--- src/rtl/mem_stage_lsu.sv ---
// Memory-stage load/store unit: byte-lane steering, single-outstanding data bus, load align/extend.
// Latency: store with immediate ready stalls 1 cycle; load with immediate ready and next-cycle rvalid stalls 2.
// Backpressure: dbus_ready low holds the request stable in REQ; stall_M freezes IF..M until DONE.
// Optional build macro LSU_MISALIGN_TRAP_EN adds misalign_M and suppresses misaligned accesses.
module mem_stage_lsu #(
    parameter int AW = 32
) (
    input  logic          clk,
    input  logic          rst_n,
    input  logic [31:0]   addr_M,
    input  logic [31:0]   wdata_M,
    input  logic          we_mem_M,
    input  logic [3:0]    ls_type_M,
    input  logic          hold_M,
    output logic          stall_M,
    output logic [31:0]   load_data_M,
`ifdef LSU_MISALIGN_TRAP_EN
    output logic          misalign_M,
`endif
    output logic          dbus_req,
    output logic          dbus_we,
    output logic [AW-1:0] dbus_addr,
    output logic [31:0]   dbus_wdata,
    output logic [3:0]    dbus_be,
    input  logic          dbus_ready,
    input  logic          dbus_rvalid,
    input  logic [31:0]   dbus_rdata
);

    localparam logic [3:0] T_LB  = 4'b0001;
    localparam logic [3:0] T_LH  = 4'b0010;
    localparam logic [3:0] T_LW  = 4'b0011;
    localparam logic [3:0] T_LBU = 4'b0100;
    localparam logic [3:0] T_LHU = 4'b0101;
    localparam logic [3:0] T_SB  = 4'b1001;
    localparam logic [3:0] T_SH  = 4'b1010;
    localparam logic [3:0] T_SW  = 4'b1011;

    typedef enum logic [1:0] {
        S_IDLE = 2'd0,
        S_REQ  = 2'd1,
        S_WAIT = 2'd2,
        S_DONE = 2'd3
    } state_t;

    state_t          state_q;
    logic [AW-1:0]   addr_q;
    logic            we_q;
    logic [31:0]     wdata_q;
    logic [3:0]      be_q;
    logic [3:0]      type_q;
    logic [1:0]      off_q;
    logic [31:0]     load_data_q;

    logic            is_load_c;
    logic            is_store_c;
    logic            access_c;
    logic            misal_c;
    logic            go_c;
    logic [1:0]      off_c;
    logic [AW-1:0]   req_addr_c;
    logic [3:0]      req_be_c;
    logic [31:0]     req_wdata_c;
    logic [7:0]      lane_b_c;
    logic [15:0]     lane_h_c;
    logic [31:0]     ext_c;

    // Decode the M-stage access and build the lane-steered request fields.
    always_comb begin
        is_load_c   = 1'b0;
        is_store_c  = 1'b0;
        req_be_c    = 4'b1111;
        req_wdata_c = 32'h0;
        off_c       = addr_M[1:0];
        req_addr_c  = {addr_M[AW-1:2], 2'b00};
        case (ls_type_M)
            T_LB, T_LH, T_LW, T_LBU, T_LHU: is_load_c = 1'b1;
            T_SB: begin
                is_store_c  = 1'b1;
                req_be_c    = 4'b0001 << off_c;
                req_wdata_c = {4{wdata_M[7:0]}};
            end
            T_SH: begin
                is_store_c  = 1'b1;
                req_be_c    = 4'b0011 << {off_c[1], 1'b0};
                req_wdata_c = {2{wdata_M[15:0]}};
            end
            T_SW: begin
                is_store_c  = 1'b1;
                req_wdata_c = wdata_M;
            end
            default: ;
        endcase
        // A type whose direction disagrees with we_mem_M is treated as no access.
        access_c = (is_load_c & ~we_mem_M) | (is_store_c & we_mem_M);
`ifdef LSU_MISALIGN_TRAP_EN
        misal_c = (((ls_type_M == T_LH) || (ls_type_M == T_LHU) || (ls_type_M == T_SH)) && off_c[0])
               || (((ls_type_M == T_LW) || (ls_type_M == T_SW)) && (off_c != 2'b00));
`else
        // Without trapping, halfwords use off[1] only and words ignore the offset.
        misal_c = 1'b0;
`endif
        go_c = access_c & ~misal_c;
    end

    // Align the returned word for the captured access and sign/zero-extend it.
    always_comb begin
        lane_b_c = dbus_rdata[{off_q, 3'b000} +: 8];
        lane_h_c = dbus_rdata[{off_q[1], 4'b0000} +: 16];
        case (type_q)
            T_LB:    ext_c = {{24{lane_b_c[7]}}, lane_b_c};
            T_LBU:   ext_c = {24'h0, lane_b_c};
            T_LH:    ext_c = {{16{lane_h_c[15]}}, lane_h_c};
            T_LHU:   ext_c = {16'h0, lane_h_c};
            default: ext_c = dbus_rdata;
        endcase
    end

    // Access FSM; request fields are registered on entry so REQ holds them stable.
    always_ff @(posedge clk) begin
        if (!rst_n) begin
            state_q     <= S_IDLE;
            addr_q      <= '0;
            we_q        <= 1'b0;
            wdata_q     <= 32'h0;
            be_q        <= 4'h0;
            type_q      <= 4'h0;
            off_q       <= 2'b00;
            load_data_q <= 32'h0;
        end else begin
            case (state_q)
                S_IDLE: begin
                    if (go_c) begin
                        addr_q  <= req_addr_c;
                        we_q    <= we_mem_M;
                        wdata_q <= req_wdata_c;
                        be_q    <= req_be_c;
                        type_q  <= ls_type_M;
                        off_q   <= off_c;
                        if (dbus_ready) begin
                            state_q <= we_mem_M ? S_DONE : S_WAIT;
                        end else begin
                            state_q <= S_REQ;
                        end
                    end
                end
                S_REQ: begin
                    if (dbus_ready) begin
                        state_q <= we_q ? S_DONE : S_WAIT;
                    end
                end
                S_WAIT: begin
                    // rvalid is only looked at after the accept cycle.
                    if (dbus_rvalid) begin
                        load_data_q <= ext_c;
                        state_q     <= S_DONE;
                    end
                end
                S_DONE: begin
                    // Held instruction stays retired here; no re-issue while hold_M.
                    if (!hold_M) begin
                        state_q <= S_IDLE;
                    end
                end
                default: state_q <= S_IDLE;
            endcase
        end
    end

    // Bus outputs: live request in IDLE, registered copy in REQ, quiet otherwise.
    always_comb begin
        dbus_req   = 1'b0;
        dbus_we    = 1'b0;
        dbus_addr  = '0;
        dbus_wdata = 32'h0;
        dbus_be    = 4'h0;
        case (state_q)
            S_IDLE: begin
                if (go_c) begin
                    dbus_req   = 1'b1;
                    dbus_we    = we_mem_M;
                    dbus_addr  = req_addr_c;
                    dbus_wdata = req_wdata_c;
                    dbus_be    = req_be_c;
                end
            end
            S_REQ: begin
                dbus_req   = 1'b1;
                dbus_we    = we_q;
                dbus_addr  = addr_q;
                dbus_wdata = wdata_q;
                dbus_be    = be_q;
            end
            default: ;
        endcase
        stall_M = go_c & (state_q != S_DONE);
    end

    assign load_data_M = load_data_q;

`ifdef LSU_MISALIGN_TRAP_EN
    assign misalign_M = access_c & misal_c;
`endif

endmodule

--- config.mk ---
export PLATFORM = sky130hd
export DESIGN_NAME = mem_stage_lsu
export DESIGN_NICKNAME = d
export VERILOG_FILES = /design/src/rtl/mem_stage_lsu.sv
export SDC_FILE = /design/constraint.sdc
export NUM_CORES = 1
export LEC_CHECK = 0
export ABC_CLOCK_PERIOD_IN_PS = 2300
export CORE_UTILIZATION = 45
export DETAILED_ROUTE_END_ITERATION = 16
export PLACE_DENSITY = 0.85
export REMOVE_ABC_BUFFERS = 1
export SLEW_MARGIN = 15
export SYNTH_ARGS = -nofsm -noshare
export SYNTH_HDL_FRONTEND = slang
export SYNTH_SLANG_ARGS = --single-unit
--- constraint.sdc ---
create_clock -name clk -period 2.3 [get_ports clk]
set_input_delay 0.46 -clock clk [delete_from_list [all_inputs] [get_ports clk]]
set_output_delay 0.46 -clock clk [all_outputs]
set_load 0.01 [all_outputs]
# Word level (Yosys, flattened, before mapping)
# Index checks and enable logic that the tools add are counted.
[word_totals]
word_cells = 66
ff_bits = 107
[op_classes]
bitwise = 5
shift = 4
eq_ne = 20
mux = 23
reduce_logical = 6
[ops]
columns = ["cell", "count"]
rows = [
  ["one-hot mux 32 bit (2 select lines)", 2],
  ["one-hot mux 32 bit (4 select lines)", 1],
  ["one-hot mux 32 bit (3 select lines)", 1],
  ["2-to-1 mux 32 bit", 2],
  ["variable part select 32 x 6 -> 16 bit", 1],
  ["variable part select 32 x 6 -> 8 bit", 1],
  ["equality test 4 x 3 -> 1 bit (second input constant)", 4],
  ["one-hot mux 4 bit (2 select lines)", 2],
  ["equality test 4 x 2 -> 1 bit (second input constant)", 3],
  ["equality test 4 bit (second input constant)", 3],
  ["2-to-1 mux 2 bit", 5],
  ["inequality test 2 bit (second input constant)", 5],
  ["equality test 4 x 1 -> 1 bit (second input constant)", 2],
  ["one-hot mux 2 bit (4 select lines)", 1],
  ["2-to-1 mux 1 bit", 6],
  ["OR reduction 5 bit", 1],
  ["equality test 2 bit (second input constant)", 2],
  ["2-to-1 mux 4 bit", 1],
  ["one-hot mux 1 bit (2 select lines)", 2],
  ["AND reduction 2 bit", 2],
  ["AND reduction 4 bit", 1],
  ["<< shifter 1 x 2 -> 4 bit (first input constant)", 1],
  ["<< shifter 2 x 2 -> 4 bit (first input constant)", 1],
  ["bitwise AND 1 bit", 3],
  ["5 further kinds", 5],
]

# Longest topological paths before layout
# Gate-level depths: netlist of run 1.
[logic_depth]
word_depth = 7
ltp_mapped = 9
ltp_nobuf = 6

# Least setup slack after synthesis of run 1
# No wires, ideal clock.
[synth_timing]
path_kind = "reg-to-output"
start = "reg state_q[0]"
end = "out dbus_wdata[10]"
setup_slack_ns = 0.168
path_stages_with_launch = 9
path_buffers = 2
t_arrival_ns = 1.672
cell_sequence = "dfxtp_1 inv_1 ha_1 buf_2 and4b_1 o21ai_0 clkbuf_1 nor2_1 a21o_1"
[synth_via]
elab_chain_cells = 2
[synth_rtl]
columns = ["element", "line_no", "text"]
rows = [
  ["start: declaration", "46", "state_t state_q;"],
  ["start signal: assignment", "141", "state_q <= we_mem_M ? S_DONE : S_WAIT;"],
  ["start signal: assignment", "149", "state_q <= we_q ? S_DONE : S_WAIT;"],
  ["equality test 2 x 1 -> 1 bit or logical NOT 2 bit (tied branches)", "177", "case (state_q)"],
  ["one-hot mux 32 bit (2 select lines) (*)", "177", ""],
  ["end: declaration", "23", "output logic [31:0] dbus_wdata,"],
]
# Mark *: on every way between the ends. The rest lies on a longest branch, timed or not.

# Worst setup path in the final report of run 1
[layout_timing]
start = "reg state_q[1]"
end = "out dbus_wdata[2]"
# Same word-level chain as after synthesis.

==> results.md, run 1 <==
* Vias in the first global route at 6492
* Chip width at 115 um
* RSZ-0062 raised after global routing: yes
* Async SR Flop Fraction at 0%
* EDFF count, synth at 0
* FF-to-FF path depth at 8
* First-pass GRT wire length at 32200 um
* I/O Buffers at 206
* Synth cell types at 62
* GRT overflow at 0
* Clock skew at 0.00852 ns
* WL/cell at 18.7 um
* Clock latency on the worst-skew pair at 0.35 ns
* Tightest Hold Check Type: reg -> reg
* Sink Count at 107
* Vias per inst at 5.80
* Final count of pins violating max slew at 0
* Leakage at 0.00406 uW
* Post-synth top area share at 37.3%
* Gpl congestion at 0.923
* Yosys top cell by area: dfxtp_1
* Most numerous cell in the Yosys netlist: nand2_1
* Hold Slack at 0.455 ns
* Setup violators final at 37
* Internal power at 4500 uW
* Predominant post-synthesis flop cell: dfxtp_1
* VDD IR max at 0.000476 V
* Proportion of layout cells with a drive suffix above 1 at 28.5%
* Synth Instances at 760
* Drt pass-1 iters at 5
* Fmax at 0.414 GHz
* DR vias at 7092
* Worst setup path class: reg -> out
* Clock network fraction of total power at 21.5%
* Final min period at 2.42 ns
* Hold Crit Endpoint: addr_q[24]$_SDFFE_PN0P_
* CP endpoint kind: primary output
* Sw Share at 37.5%
* Drt initial violations at 724
* Worst hold start: addr_q[24]$_SDFFE_PN0P_
* Max cap viols at 0
* Starting Density at 47.1%
* Fin. Hold Viols at 0
* Sequential-to-total area share from yosys stat at 37.3%
* Clock transition at path regs at 0.08 ns
* Synth Area in Adders at 0.871%
* Gate power share at 46.8%
* Synth top cells by count: 203 x nand2_1, 107 x dfxtp_1, 103 x a21oi_1
* Worst Setup Start Kind: flip-flop
* Filler instances at 872
* GR Util All Layers at 30.9%
* CTS Buffer Depth at 2
* Initial antenna violation count at 1
* Cts bufs inserted at 9
* Layout Nets at 1157
* Failing checks: setup timing
* Multiplexer share of the synthesized area at 4.59%
* Hold Path Depth at 2
* Die Height at 115 um
* Root Driver: clkbuf_16
* Area Overhead vs Synth at 59.3%
* Dominant cells by area after synthesis: dfxtp_1 37%, nand2_1 13%, a21oi_1 9.0%
* Data arrival time of the critical path at 1.96 ns
* Antenna-violating nets left at 0
* DRC violation count after routing at 0
* HPWL Detailed at 13600 um
* Crit path required time at 1.84 ns
* Final Cycle Share at 105%
* Critical-path maximum fanout at 7
* Final WL at 22800 um
* Largest family of logic cells by synthesized area: compound AO/OA/AOI/OAI gates
* DIE AREA at 13200 sq um
* Yosys warns at 0
* Psw at 2700 uW
* Simple-gate portion of the synthesized area at 22.4%
* Seq cells post-synth at 107
* Post-CTS Hold Fix Bufs at 0
* Status: finished with violations
* Slew at the pin closest to its max-slew limit at 0.820 ns
* H-tree Lvls at 3
* # rows at 40
* R2R Setup Slk at 0.15 ns
* Power Density at 786 nW/um^2
* Worst reg2reg path startpoint: state_q[1]$_SDFFE_PN0P_
* Post-Syn Area at 5750 sq um
* Setup WS post-layout at -0.117 ns
* Reg2reg end: state_q[1]$_SDFFE_PN0P_
* # IOs at 209
* CTS tree: built
* Post-layout util at 75.0%
* Core Box Area at 12200 sq um
* Flop pwr share at 31.7%
* Average size of a mapped cell at 7.56 sq um
* Slew margin rel. at 45.4%
* Post-synthesis compound-gate area fraction at 28.3%
* Post-synthesis xor/xnor area fraction at 0.457%
* Largest net degree at the start of global routing at 61
[flip-flops by register name, indices dropped and copies added, names as in the netlist]
name and flops:
addr_q 30, be_q 4, load_data_M 32, off_q 2
state_q 2, type_q 4, wdata_q 32, we_q 1
[worst max-delay path, cell delays in order (launching register included)]
cell,delay (ns)
dfxtp_2,0.35
inv_2,0.05
ha_4,0.15
and4b_2,0.27
buf_6,0.14
o21a_4,0.15
buf_6,0.15
a22o_1,0.20
buf_2,0.14
[cell type report]
| class | count | area [sq um] | area share, % |
|---|---|---|---|
| multi-input combinational | 582 | 3520 | 38.5 |
| timing repair buffer | 338 | 2940 | 32.1 |
| sequential | 107 | 2140 | 23.4 |
| clock buffer | 9 | 225 | 2.46 |
| tap | 168 | 210 | 2.30 |
| clock inverter | 7 | 71.3 | 0.779 |
| inverter | 9 | 33.8 | 0.369 |
| antenna | 2 | 5.00 | 0.0546 |
[kinds of logic (layout without fill, tap and decap cells)]
family                   count (synthesis)  after routing
flip-flops                             107            107
XOR/XNOR                                 3              3
AO/OA/AOI/OAI                          259            260
multiplexers                            25             25
adder cells (fa/ha/maj)                  4              4
AND/OR/NAND/NOR                        288            288
buffers and inverters                   73            363
other                                    1              4
[worst max path at each step]
stage	from	to	slack, ns
after detailed placement	we_mem_M	dbus_wdata[23]	-0.73
final	state_q[1]$_SDFFE_PN0P_	dbus_wdata[2]	-0.12
after CTS	state_q[1]$_SDFFE_PN0P_	dbus_wdata[1]	-0.12
after global routing	ls_type_M[1]	dbus_wdata[27]	-0.19
after global placement	ls_type_M[1]	dbus_wdata[16]	-0.72
after floorplan	ls_type_M[3]	dbus_be[0]	-0.34
[metal layers]
metal	wire (um)	part of all wire, %	up-vias	GRT usage (%)
met1	8610	38	3320	36.8
met3	1900	8.3	100	5.64
met4	1190	5.2	0	16.5
li1	-	-	3223	-
met2	11100	49	449	52.8
met5	0	0	-	0
[power groups by stage]
stage	clock network (uW)	logic, uW	registers (uW)
global placement	0	2840	2290
detailed placement	0	2890	2310
floorplan	0	1220	2340
finish	1550	3370	2280
global route	1630	3570	2310
CTS	1570	3070	2270
[layout by cell type, fill, tap and decap left out, types with 7 or more instances in the layout]
cell type,n
nand2_1,185
clkdlybuf4s50_1,131
buf_4,108
dfxtp_1,105
a21oi_1,99
buf_2,55
o21ai_0,43
buf_6,22
nor2_1,17
nand2_2,16
and2_1,16
a31oi_1,16
mux2i_1,14
a21o_1,14
a22o_1,14
o21a_1,13
clkbuf_16,12
mux2_2,11
a22oi_1,11
nand3_1,9
o31ai_1,7
[through the flow]
stage	area (sq um)	setup slack, ns	total power [uW]	setup TNS (ns)	std cells
CTS	9100	-0.117	6910	-2.57	1208
global route	9160	-0.188	7510	-4.20	1221
floorplan	5430	-0.340	3550	-6.97	697
detailed placement	8520	-0.726	5190	-46.58	1171
finish	9160	-0.117	7200	-2.12	1222
global placement	8520	-0.723	5130	-44.81	1171
[repair_timing]
action | in CTS | in global routing
setup buffers | 16 | 12
pin swaps | 17 | 12
endpoints found under the hold margin | 0 | 0
gates cloned | 5 | 3
resized for setup | 284 | 98
setup endpoints to repair | 69 | 69
Power figures use the tool's default switching activity.
==> run 2, diff against run 1 <==
--- a/config.mk
+++ b/config.mk
@@ -5,7 +5,7 @@
 export SDC_FILE = /design/constraint.sdc
 export NUM_CORES = 1
 export LEC_CHECK = 0
-export ABC_CLOCK_PERIOD_IN_PS = 2300
+export ABC_CLOCK_PERIOD_IN_PS = 2500
 export CORE_UTILIZATION = 45
 export DETAILED_ROUTE_END_ITERATION = 16
 export PLACE_DENSITY = 0.85
==> constraint.sdc (replaced) <==
create_clock -name clk -period 2.5 [get_ports clk]
set_input_delay 0.5 -clock clk [delete_from_list [all_inputs] [get_ports clk]]
set_output_delay 0.5 -clock clk [all_outputs]
set_load 0.01 [all_outputs]
==> run 2 against run 1 <==
The run now ends clean; cell count fell by 0.90%; highest routed layer unchanged; via count fell by 3.8%; sequential share of layout area rose by 0.48 points; die area did not move; power fell by 11%; combinational power fell by 16%; utilization fell by 1.5 points; non-clock buffer count fell by 8.
==> results.md, run 2 (same netlist as run 1, synthesis figures left out) <==
* DRC violation count after routing at 0 (unchanged)
* Post-CTS Hold Fix Bufs at 0 (unchanged)
* GR Util All Layers at 31.5% (+0.65 points)
* Final Cycle Share at 98.2%
* Post-layout util at 73.5% (-1.5 points)
* DR vias at 6825 (-3.8%)
* VDD IR max at 0.000693 V (+46%)
* Largest net degree at the start of global routing at 61 (unchanged)
* Vias per inst at 5.64 (-2.9%)
* Placed cell count at 1177 (+0.51%)
* Family with the most delay on the worst path: compound AO/OA/AOI/OAI gates
* Ant. Diodes at 0 (-2)
* Initial antenna violation count at 0 (-1)
* Crit path required time at 2.00 ns (+0.16 ns)
* # rows at 40 (unchanged)
* DIE AREA at 13200 sq um (unchanged)
* CP max-delay cell: dfxtp_2
* CTS tree: built
* Power Total at 6440 uW (-11%)
* Vias in the first global route at 6567 (+1.2%)
* Highest-count cells in the layout ignoring fill and taps: 198 x nand2_1, 132 x clkdlybuf4s50_1, 110 x buf_4, 105 x dfxtp_1, 101 x a21oi_1
* Drt pass-1 iters at 6 (+1)
* Clock skew at 0.0109 ns (+0.00235 ns)
* Fmax at 0.407 GHz
* Fin. Hold Viols at 0 (unchanged)
* Leakage at 0.00399 uW (-1.8%)
* Worst path buffer plus inverter count at 2 (-2)
* Drt initial violations at 718 (-0.83%)
* Proportion of layout cells with a drive suffix above 1 at 24.4% (-4.2 points)
* First-pass GRT wire length at 32800 um (+2.1%)
* Final min period at 2.46 ns
* Cts bufs inserted at 9 (unchanged)
* Power Density at 718 nW/um^2 (-8.7%)
* Largest stage delay on the critical path at 0.33 ns (-0.02 ns)
* Starting Density at 47.1% (unchanged)
* Chip width at 115 um (unchanged)
* RSZ-0062 raised after global routing: yes
* Root Driver: clkbuf_16
* HPWL Detailed at 13700 um (+0.67%)
* Antenna-violating nets left at 0 (unchanged)
* Clock transition at path regs at 0.07 ns (about the same)
* WL/cell at 17.3 um (-7.4%)
* Worst setup path class: reg -> out
* Fin Setup TNS at 0 ns (+2.12 ns)
* Data arrival time of the critical path at 1.96 ns (about the same)
* Clock latency on the worst-skew pair at 0.35 ns (about the same)
* CTS Buffer Depth at 2 (unchanged)
* Setup violators final at 0 (-100%)
* Area Overhead vs Synth at 56.1%
* CP endpoint kind: primary output
* GRT overflow at 0 (unchanged)
* Tightest Hold Check Type: reg -> reg
* Core Box Area at 12200 sq um (unchanged)
* Die Height at 115 um (unchanged)
* # IOs at 209 (unchanged)
* I/O Buffers at 206 (unchanged)
* Commonest non-fill, non-tap cell in the layout: nand2_1
* Slew at the pin closest to its max-slew limit at 0.808 ns (-0.0118 ns)
* Gpl congestion at 0.858 (-7.1%)
* Critical-path maximum fanout at 4 (-3)
* Status: finished, final reports clean
* Fin cells at 1211 (-0.90%)
* Worst Setup Start Kind: flip-flop
* Worst-path cell chain: inv_2 -> ha_4 -> and4b_2 -> o21a_4 -> nand2_1 -> o21ai_1 -> clkdlybuf4s15_2
* Layout Nets at 1148 (-0.78%)
* Final WL at 20900 um (-8.2%)
* Sink Count at 107 (unchanged)
* Hold Slack at 0.455 ns (+0.000336 ns)
* Slew margin rel. at 45.6% (+0.22 points)
* H-tree Lvls at 3 (unchanged)
* Max cap viols at 0 (unchanged)
* Final count of pins violating max slew at 0 (unchanged)
## run 2: worst paths after layout
path | from | end | slack [ns] | depth (start not counted)
max | state_q[1]$_SDFFE_PN0P_ | dbus_wdata[20] | 0.04 | 7
min | addr_q[9]$_SDFFE_PN0P_ | addr_q[9]$_SDFFE_PN0P_ | 0.46 | 2
max reg2reg | state_q[1]$_SDFFE_PN0P_ | state_q[1]$_SDFFE_PN0P_ | 0.49 | 7
min reg2reg | addr_q[9]$_SDFFE_PN0P_ | addr_q[9]$_SDFFE_PN0P_ | 0.46 | 2
## run 2: power breakdown
part	switching, uW	internal [uW]	total (uW)
combinational	1500	1340	2840
clock	663	842	1510
sequential	151	1940	2090
## run 2: stage by stage
step	instance area, sq um	worst slack (ns)
2_1_floorplan	5430	-0.220
3_3_place_gp	8550	-0.563
3_5_place_dp	8550	-0.590
4_1_cts	9120	-0.00611
5_1_grt	8970	-0.0180
6_report	8970	0.0439
## run 2: final cells by class
type / instances / area [sq um]
repair buffers: 330 / 2850
inverters: 9 / 33.8
multi-input cells: 581 / 3420
clock buffers: 12 / 256
fillers: 871 / 3240
flip-flops and latches: 107 / 2140
clock inverters: 4 / 56.3
well taps: 168 / 210
## run 2: metal layers
layer / GRT usage [%] / vias to the layer above / wire (um)
met5: 0 / - / 0
met4: 14.9 / 0 / 733
met3: 5.11 / 57 / 1600
met2: 53.2 / 359 / 9970
met1: 39.3 / 3199 / 8620
li1: - / 3210 / -
## run 2: timing repair
action	CTS	global route
gates cloned	3	0
buffers inserted	16	1
endpoints found under the setup margin	69	57
pin swaps	10	3
resized for setup	215	61
## run 2: worst register-to-register path, stage by stage (launching register included)
cell      delay [ns]
dfxtp_2         0.34
inv_2           0.06
buf_4           0.13
buf_4           0.13
ha_4            0.24
a222oi_1        0.60
a21oi_1         0.13
a311oi_1        0.27
